==> src/rtl/mem_req_arbiter.sv <==
// mem_req_arbiter: shares the single mmu memory port between NUM_REQ requesters.
// Build option: define MEM_ARB_FIXED_PRIO_EN for fixed priority (lowest index wins).
module mem_req_arbiter #(
    parameter int MEM_W          = 32,
    parameter int NUM_REQ        = 3,
    parameter int TIMEOUT_CYCLES = 1024
) (
    input  logic                       clk,
    input  logic                       rst,
    input  logic [NUM_REQ-1:0]         req_i,
    input  logic [NUM_REQ*32-1:0]      addr_i,
    input  logic [NUM_REQ-1:0]         we_i,
    input  logic [NUM_REQ*MEM_W/8-1:0] be_i,
    input  logic [NUM_REQ*MEM_W-1:0]   wdata_i,
    output logic [NUM_REQ-1:0]         gnt_o,
    output logic [NUM_REQ-1:0]         rvalid_o,
    output logic [NUM_REQ-1:0]         err_o,
    output logic [MEM_W-1:0]           rdata_o,
    output logic                       mem_req_o,
    output logic [31:0]                mem_addr_o,
    output logic                       mem_we_o,
    output logic [MEM_W/8-1:0]         mem_be_o,
    output logic [MEM_W-1:0]           mem_wdata_o,
    input  logic                       mem_rvalid_i,
    input  logic                       mem_err_i,
    input  logic [MEM_W-1:0]           mem_rdata_i
);
    localparam int PW = (NUM_REQ > 1) ? $clog2(NUM_REQ) : 1;
    localparam int TW = $clog2(TIMEOUT_CYCLES);
    localparam int BW = MEM_W / 8;

    typedef enum logic [1:0] {S_IDLE, S_ISSUE, S_WAIT} state_t;

    state_t             r_state;
    state_t             w_state_n;
    logic [PW-1:0]      r_owner;
    logic [TW-1:0]      r_tcnt;
    logic               r_iss2;
    logic [31:0]        r_addr;
    logic               r_we;
    logic [BW-1:0]      r_be;
    logic [MEM_W-1:0]   r_wdata;
    logic [NUM_REQ-1:0] r_rvalid;
    logic [NUM_REQ-1:0] r_err;
    logic [MEM_W-1:0]   r_rdata;

    logic               w_found;
    logic [PW-1:0]      w_win;
    logic [PW-1:0]      w_idx;
    logic [NUM_REQ-1:0] w_gnt;
    logic               w_take;
    logic               w_ok;
    logic               w_fail;
    logic               w_resp_en;
    logic [NUM_REQ-1:0] w_own_1h;
    logic [31:0]        w_sel_addr;
    logic               w_sel_we;
    logic [BW-1:0]      w_sel_be;
    logic [MEM_W-1:0]   w_sel_wdata;

`ifndef MEM_ARB_FIXED_PRIO_EN
    logic [PW-1:0] r_rr;

    always_ff @(posedge clk) begin
        if (!rst)
            r_rr <= '0;
        else if (w_take)
            r_rr <= (w_win == PW'(NUM_REQ - 1)) ? '0 : w_win + PW'(1);
    end
`endif

    // Scan starts at the round-robin pointer (or index 0 for fixed priority)
    always_comb begin
        w_found = 1'b0;
        w_win   = '0;
        w_idx   = '0;
        for (int i = 0; i < NUM_REQ; i++) begin
`ifdef MEM_ARB_FIXED_PRIO_EN
            w_idx = PW'(i);
`else
            w_idx = PW'((int'(r_rr) + i) % NUM_REQ);
`endif
            if (!w_found && req_i[w_idx]) begin
                w_found = 1'b1;
                w_win   = w_idx;
            end
        end
    end

    always_comb begin
        w_sel_addr  = '0;
        w_sel_we    = 1'b0;
        w_sel_be    = '0;
        w_sel_wdata = '0;
        for (int i = 0; i < NUM_REQ; i++) begin
            if (w_win == PW'(i)) begin
                w_sel_addr  = addr_i[32*i +: 32];
                w_sel_we    = we_i[i];
                w_sel_be    = be_i[BW*i +: BW];
                w_sel_wdata = wdata_i[MEM_W*i +: MEM_W];
            end
        end
    end

    assign w_resp_en = (r_state == S_WAIT) ||
                       ((r_state == S_ISSUE) && r_iss2);
    assign w_own_1h  = NUM_REQ'(1) << r_owner;

    always_comb begin
        w_state_n = r_state;
        w_gnt     = '0;
        w_take    = 1'b0;
        w_ok      = 1'b0;
        w_fail    = 1'b0;
        unique case (r_state)
            S_IDLE: begin
                if (w_found && rst) begin
                    w_gnt[w_win] = 1'b1;
                    w_take       = 1'b1;
                    w_state_n    = S_ISSUE;
                end
            end
            S_ISSUE, S_WAIT: begin
                // error beats rvalid, any response beats the timeout
                if (w_resp_en && mem_err_i)
                    w_fail = 1'b1;
                else if (w_resp_en && mem_rvalid_i)
                    w_ok = 1'b1;
                else if (r_tcnt == TW'(TIMEOUT_CYCLES - 1))
                    w_fail = 1'b1;
                if (w_ok || w_fail)
                    w_state_n = S_IDLE;
                else if ((r_state == S_ISSUE) && r_iss2)
                    w_state_n = S_WAIT;
            end
            default: w_state_n = S_IDLE;
        endcase
    end

    always_ff @(posedge clk) begin
        if (!rst) begin
            r_state  <= S_IDLE;
            r_owner  <= '0;
            r_tcnt   <= '0;
            r_iss2   <= 1'b0;
            r_addr   <= '0;
            r_we     <= 1'b0;
            r_be     <= '0;
            r_wdata  <= '0;
            r_rvalid <= '0;
            r_err    <= '0;
            r_rdata  <= '0;
        end else begin
            r_state  <= w_state_n;
            r_iss2   <= (r_state == S_ISSUE);
            r_rvalid <= '0;
            r_err    <= '0;
            if (w_take) begin
                r_owner <= w_win;
                r_tcnt  <= '0;
                r_addr  <= w_sel_addr;
                r_we    <= w_sel_we;
                r_be    <= w_sel_be;
                r_wdata <= w_sel_wdata;
            end else if (r_state != S_IDLE) begin
                r_tcnt <= r_tcnt + TW'(1);
            end
            if (w_ok) begin
                r_rvalid <= w_own_1h;
                r_rdata  <= mem_rdata_i;
            end
            if (w_fail)
                r_err <= w_own_1h;
        end
    end

    assign gnt_o       = w_gnt;
    assign rvalid_o    = r_rvalid;
    assign err_o       = r_err;
    assign rdata_o     = r_rdata;
    assign mem_req_o   = (r_state == S_ISSUE);
    assign mem_addr_o  = r_addr;
    assign mem_we_o    = r_we;
    assign mem_be_o    = r_be;
    assign mem_wdata_o = r_wdata;

endmodule

==> config.mk <==
export PLATFORM = sky130hd
export DESIGN_NAME = mem_req_arbiter
export DESIGN_NICKNAME = d
export VERILOG_FILES = /design/src/rtl/mem_req_arbiter.sv
export SDC_FILE = /design/constraint.sdc
export NUM_CORES = 1
export LEC_CHECK = 0
export CAP_MARGIN = 20
export CORE_AREA = 5 5 135 137
export DETAILED_ROUTE_END_ITERATION = 16
export DIE_AREA = 0 0 140 142
export PLACE_DENSITY_LB_ADDON = 0.25
export SLEW_MARGIN = 40
export SYNTH_ARGS = -nofsm -noshare
export SYNTH_HDL_FRONTEND = slang
export SYNTH_SLANG_ARGS = --single-unit
==> constraint.sdc <==
create_clock -name clk -period 6.5 [get_ports clk]
set_input_delay 1.3 -clock clk [delete_from_list [all_inputs] [get_ports clk]]
set_output_delay 1.3 -clock clk [all_outputs]
set_load 0.05 [all_outputs]
==> summary.txt <==
Status
  • Outcome: completed

Layout
  • Filler cells: between 1500 and 2000
  • Ratio of cells with drive above 1 in the final layout: roughly 6.6%
  • Post-Route Utilization: between 50% and 60%
  • Design area: 9780 um^2
  • Diode count: 0
  • Final #Nets: 1172
  • P&R area growth vs syn: 79.6%

Min path
  • HP Class: reg2reg
  • Worst hold start: mem_addr_o[26]
  • Hold depth: 2
  • Hold Crit Endpoint: mem_addr_o[26]

Floorplan
  • Io pins: 357
  • Die Height: 142 um
  • Initial core utilization: around a third
  • Row Count: 48
  • Die Area: slightly below 20000 um^2
  • Die Span X: around 140 um
  • Core ar.: around 17000 um^2

Worst setup path
  • Cells on worst reg2reg path: 9
  • Largest stage delay, worst path: 0.87 ns
  • R2R Path Start: r_rr[1]
  • Critical path endpoint category: primary output
  • CP Class: in2out
  • Arrival @ worst endpoint: approximately 3.9 ns
  • Reg2reg end: mem_be_o[2]
  • Top Family by Delay on Critical Path: buffers and inverters
  • CP required: around 5.2 ns
  • R2R setup slack: 3.42 ns
  • Crit path buf inv count: 2
  • Critical-path top delay cell: clkdlybuf4s50_1
  • Startpoint class of the critical path: primary input
  • Most used cell along the critical path: clkdlybuf4s50_1
  • Max Fanout on Critical Path: 24
  • Worst path cell trace: clkdlybuf4s50_1, mux2i_1, o21ai_1, nand4bb_1, o22a_2, nor2_4, clkdlybuf4s50_1

Synthesis
  • Synth area leaders: dfxtp_1 (46%), a221o_1 (8.6%), a22o_1 (7.7%)
  • Library cells used by synthesis: 46
  • Post-Syn Instances: ~580
  • Post-synth EDFFs: 0
  • Synth area leader: dfxtp_1
  • Main synth FF type: dfxtp_1
  • Synthesized area: between 5000 and 6000 um^2
  • Top cell type's share of synthesized area: around 46%
  • Seq cells post-synth: 124
  • Yosys warnings: 0
  • Sequential area share after synthesis: 45.6%
  • Async SR Flop Fraction: 0%
  • Syn nets: 834
  • Avg Cell Area, Syn: 9.41 um^2

Placed design
  • DP HPWL: 15800 um
  • PortBufs: 356
  • Routability Congestion: 0.777
  • Area post-placement: 9200 um^2
  • Pre-CTS setup slack: 1.29 ns

STA
  • Finish-stage setup viols: 0
  • Unrepaired setup endpoints after global routing: false
  • Final hold slack: roughly 0.46 ns
  • Clk_skew: between 0.007 and 0.008 ns
  • Final Cycle Share: between 70% and 80%
  • TNS Setup: 0 ns
  • Final WS setup: 1.32 ns
  • Final hold violations: 0
  • Slew HR: 48.0%
  • Peak Freq: 193 MHz
  • Slew @ Worst Pin: slightly below 0.8 ns
  • Fin. max-slew vios: 0
  • Post-layout min period: 5.18 ns

Detailed routing
  • Vias per std cell: 4.95
  • Drt wl/cell: 18.1 um
  • 1st-pass router iterations: 4
  • Via count: 5718
  • Starting DRT DRC Count: between 200 and 300
  • Final WL: ~21000 um
  • Remaining DRCs: 0
  • Post-DRT Antenna Nets: 0

GRT
  • Total Routing Usage GR: between 10% and 20%
  • Initial antenna violation count: 0
  • Remaining Overflow, GRT: 0
  • GR Layer Usage met2: 34.7%
  • GR met3 Demand/Resource: under 10%
  • Met1 Usage GRT: about 23%
  • GR peak layer: met2
  • Vias in the first global route: 5712
  • Largest net degree at the start of global routing: just under 50
  • First-pass GRT wire length: 31400 um

Clocking
  • Number of CTS-inserted buffers: 17
  • Max Root-Sink Buffers: 2
  • # resized after CTS: 0
  • Worst-path clk slew: 0.06 ns
  • CTS Hold Buffers Added: 0
  • # Post-CTS Setup Buffers: 0
  • Clock latency on the worst-skew pair: 0.40 ns
  • H-tree Lvls: 4
  • CTS tree: built
  • Root buf cell: clkbuf_16
  • Clock sinks: 124

Power
  • Power per Cell Area: 411 nW/um^2
  • Leak: approximately 3.6 nW
  • Clock power frac: 23.0%
  • Comb pwr share: 50.7%
  • Switching Power: around 1.7 mW
  • Sequential share of power: between 20% and 30%
  • Sw frac: a little over two fifths
  • Pint: ~2.3 mW
  • Peak supply drop: 0.249 mV

Run
  • Max-Cap Viols: 0
==> worst reg2reg max path: cells and delay by family (launching register included) <==
family	cells	cell delay, ns
flops	1	0.36
compound gates	6	1.88
buf+inv	2	0.53
fa+ha+maj	1	0.25
==> flip-flops by register name (all words and copies together), names as in the netlist <==
signal,count
err_o,3
mem_addr_o,32
mem_be_o,4
mem_wdata_o,32
mem_we_o,1
r_iss2,1
r_owner,2
r_rr,2
r_state,2
r_tcnt,10
rdata_o,32
rvalid_o,3
==> layer usage <==
metal | wire, um | vias to the layer above
met4 | 392 | 0
met1 | 8240 | 2650
met2 | 10500 | 225
met3 | 1730 | 24
met5 | 0 | -
li1 | - | 2819
==> worst max-delay path by stage <==
| stage | startpoint | end | slack, ns | cells past startpoint |
|---|---|---|---|---|
| after CTS | req_i[0] | gnt_o[1] | 1.29 | 7 |
| after global routing | req_i[0] | gnt_o[1] | 1.18 | 7 |
| after global placement | req_i[2] | gnt_o[0] | 1.22 | 6 |
| after floorplan | req_i[2] | gnt_o[0] | 2.22 | 6 |
| after detailed placement | req_i[0] | gnt_o[1] | 1.29 | 7 |
| final | req_i[0] | gnt_o[1] | 1.32 | 7 |
==> final cells by class <==
cell class | instances | area, um^2 | area share [%]
clock buffers | 21 | 460 | 4.71
clock inverters | 11 | 118 | 1.20
inverters | 5 | 18.8 | 0.192
multi-input cells | 403 | 2780 | 28.4
flip-flops and latches | 124 | 2480 | 25.4
well taps | 225 | 282 | 2.88
repair buffers | 366 | 3640 | 37.2
==> synthesized netlist by cell type (11+ instances only) <==
master / count
a22o_1: 48
nand2_1: 74
o21ai_0: 23
clkbuf_1: 35
mux2_2: 11
a21boi_0: 32
mux2_1: 12
o21ai_1: 26
nor2_1: 36
nand3_1: 29
dfxtp_1: 124
a221o_1: 47
==> power groups by stage <==
stage	registers [mW]	logic (mW)	clock network (mW)
2_1_floorplan	1.60	0.786	0
3_3_place_gp	1.07	2.03	0
3_5_place_dp	1.07	2.05	0
4_1_cts	1.06	2.06	0.950
5_1_grt	1.08	2.17	0.989
6_report	1.06	2.04	0.924
==> metrics by stage <==
| step | total power, mW | std cells |
|---|---|---|
| after floorplan | 2.39 | 579 |
| after global placement | 3.10 | 1122 |
| after detailed placement | 3.12 | 1123 |
| after CTS | 4.07 | 1155 |
| after global routing | 4.24 | 1155 |
| final | 4.02 | 1155 |
==> layout by cell type, fill, tap and decap left out, types with 9 or more instances in the layout <==
master	Yosys	final
o21ai_1	26	25
nor2_1	36	35
nand2_1	74	74
mux2_2	11	11
a21boi_0	32	32
clkbuf_16	0	17
clkdlybuf4s50_1	0	355
o21ai_0	23	23
buf_4	0	9
nand3_1	29	29
mux2_1	12	12
a221o_1	47	47
dfxtp_1	124	124
ha_1	9	9
a22o_1	48	48
==> logic make-up (layout without fill, tap and decap cells) <==
kind of cell	Yosys count	count (layout)	synth area share, %
AOI/OAI and AO/OA	194	194	28.0
and+or+nand+nor	164	164	13.5
DFF	124	124	45.6
buffers and inverters	52	403	3.91
muxes	27	27	5.49
adders and majority gates	9	9	2.07
xor gates and xnor gates	9	9	1.45
No activity file was read; power rests on OpenSTA's default activity.
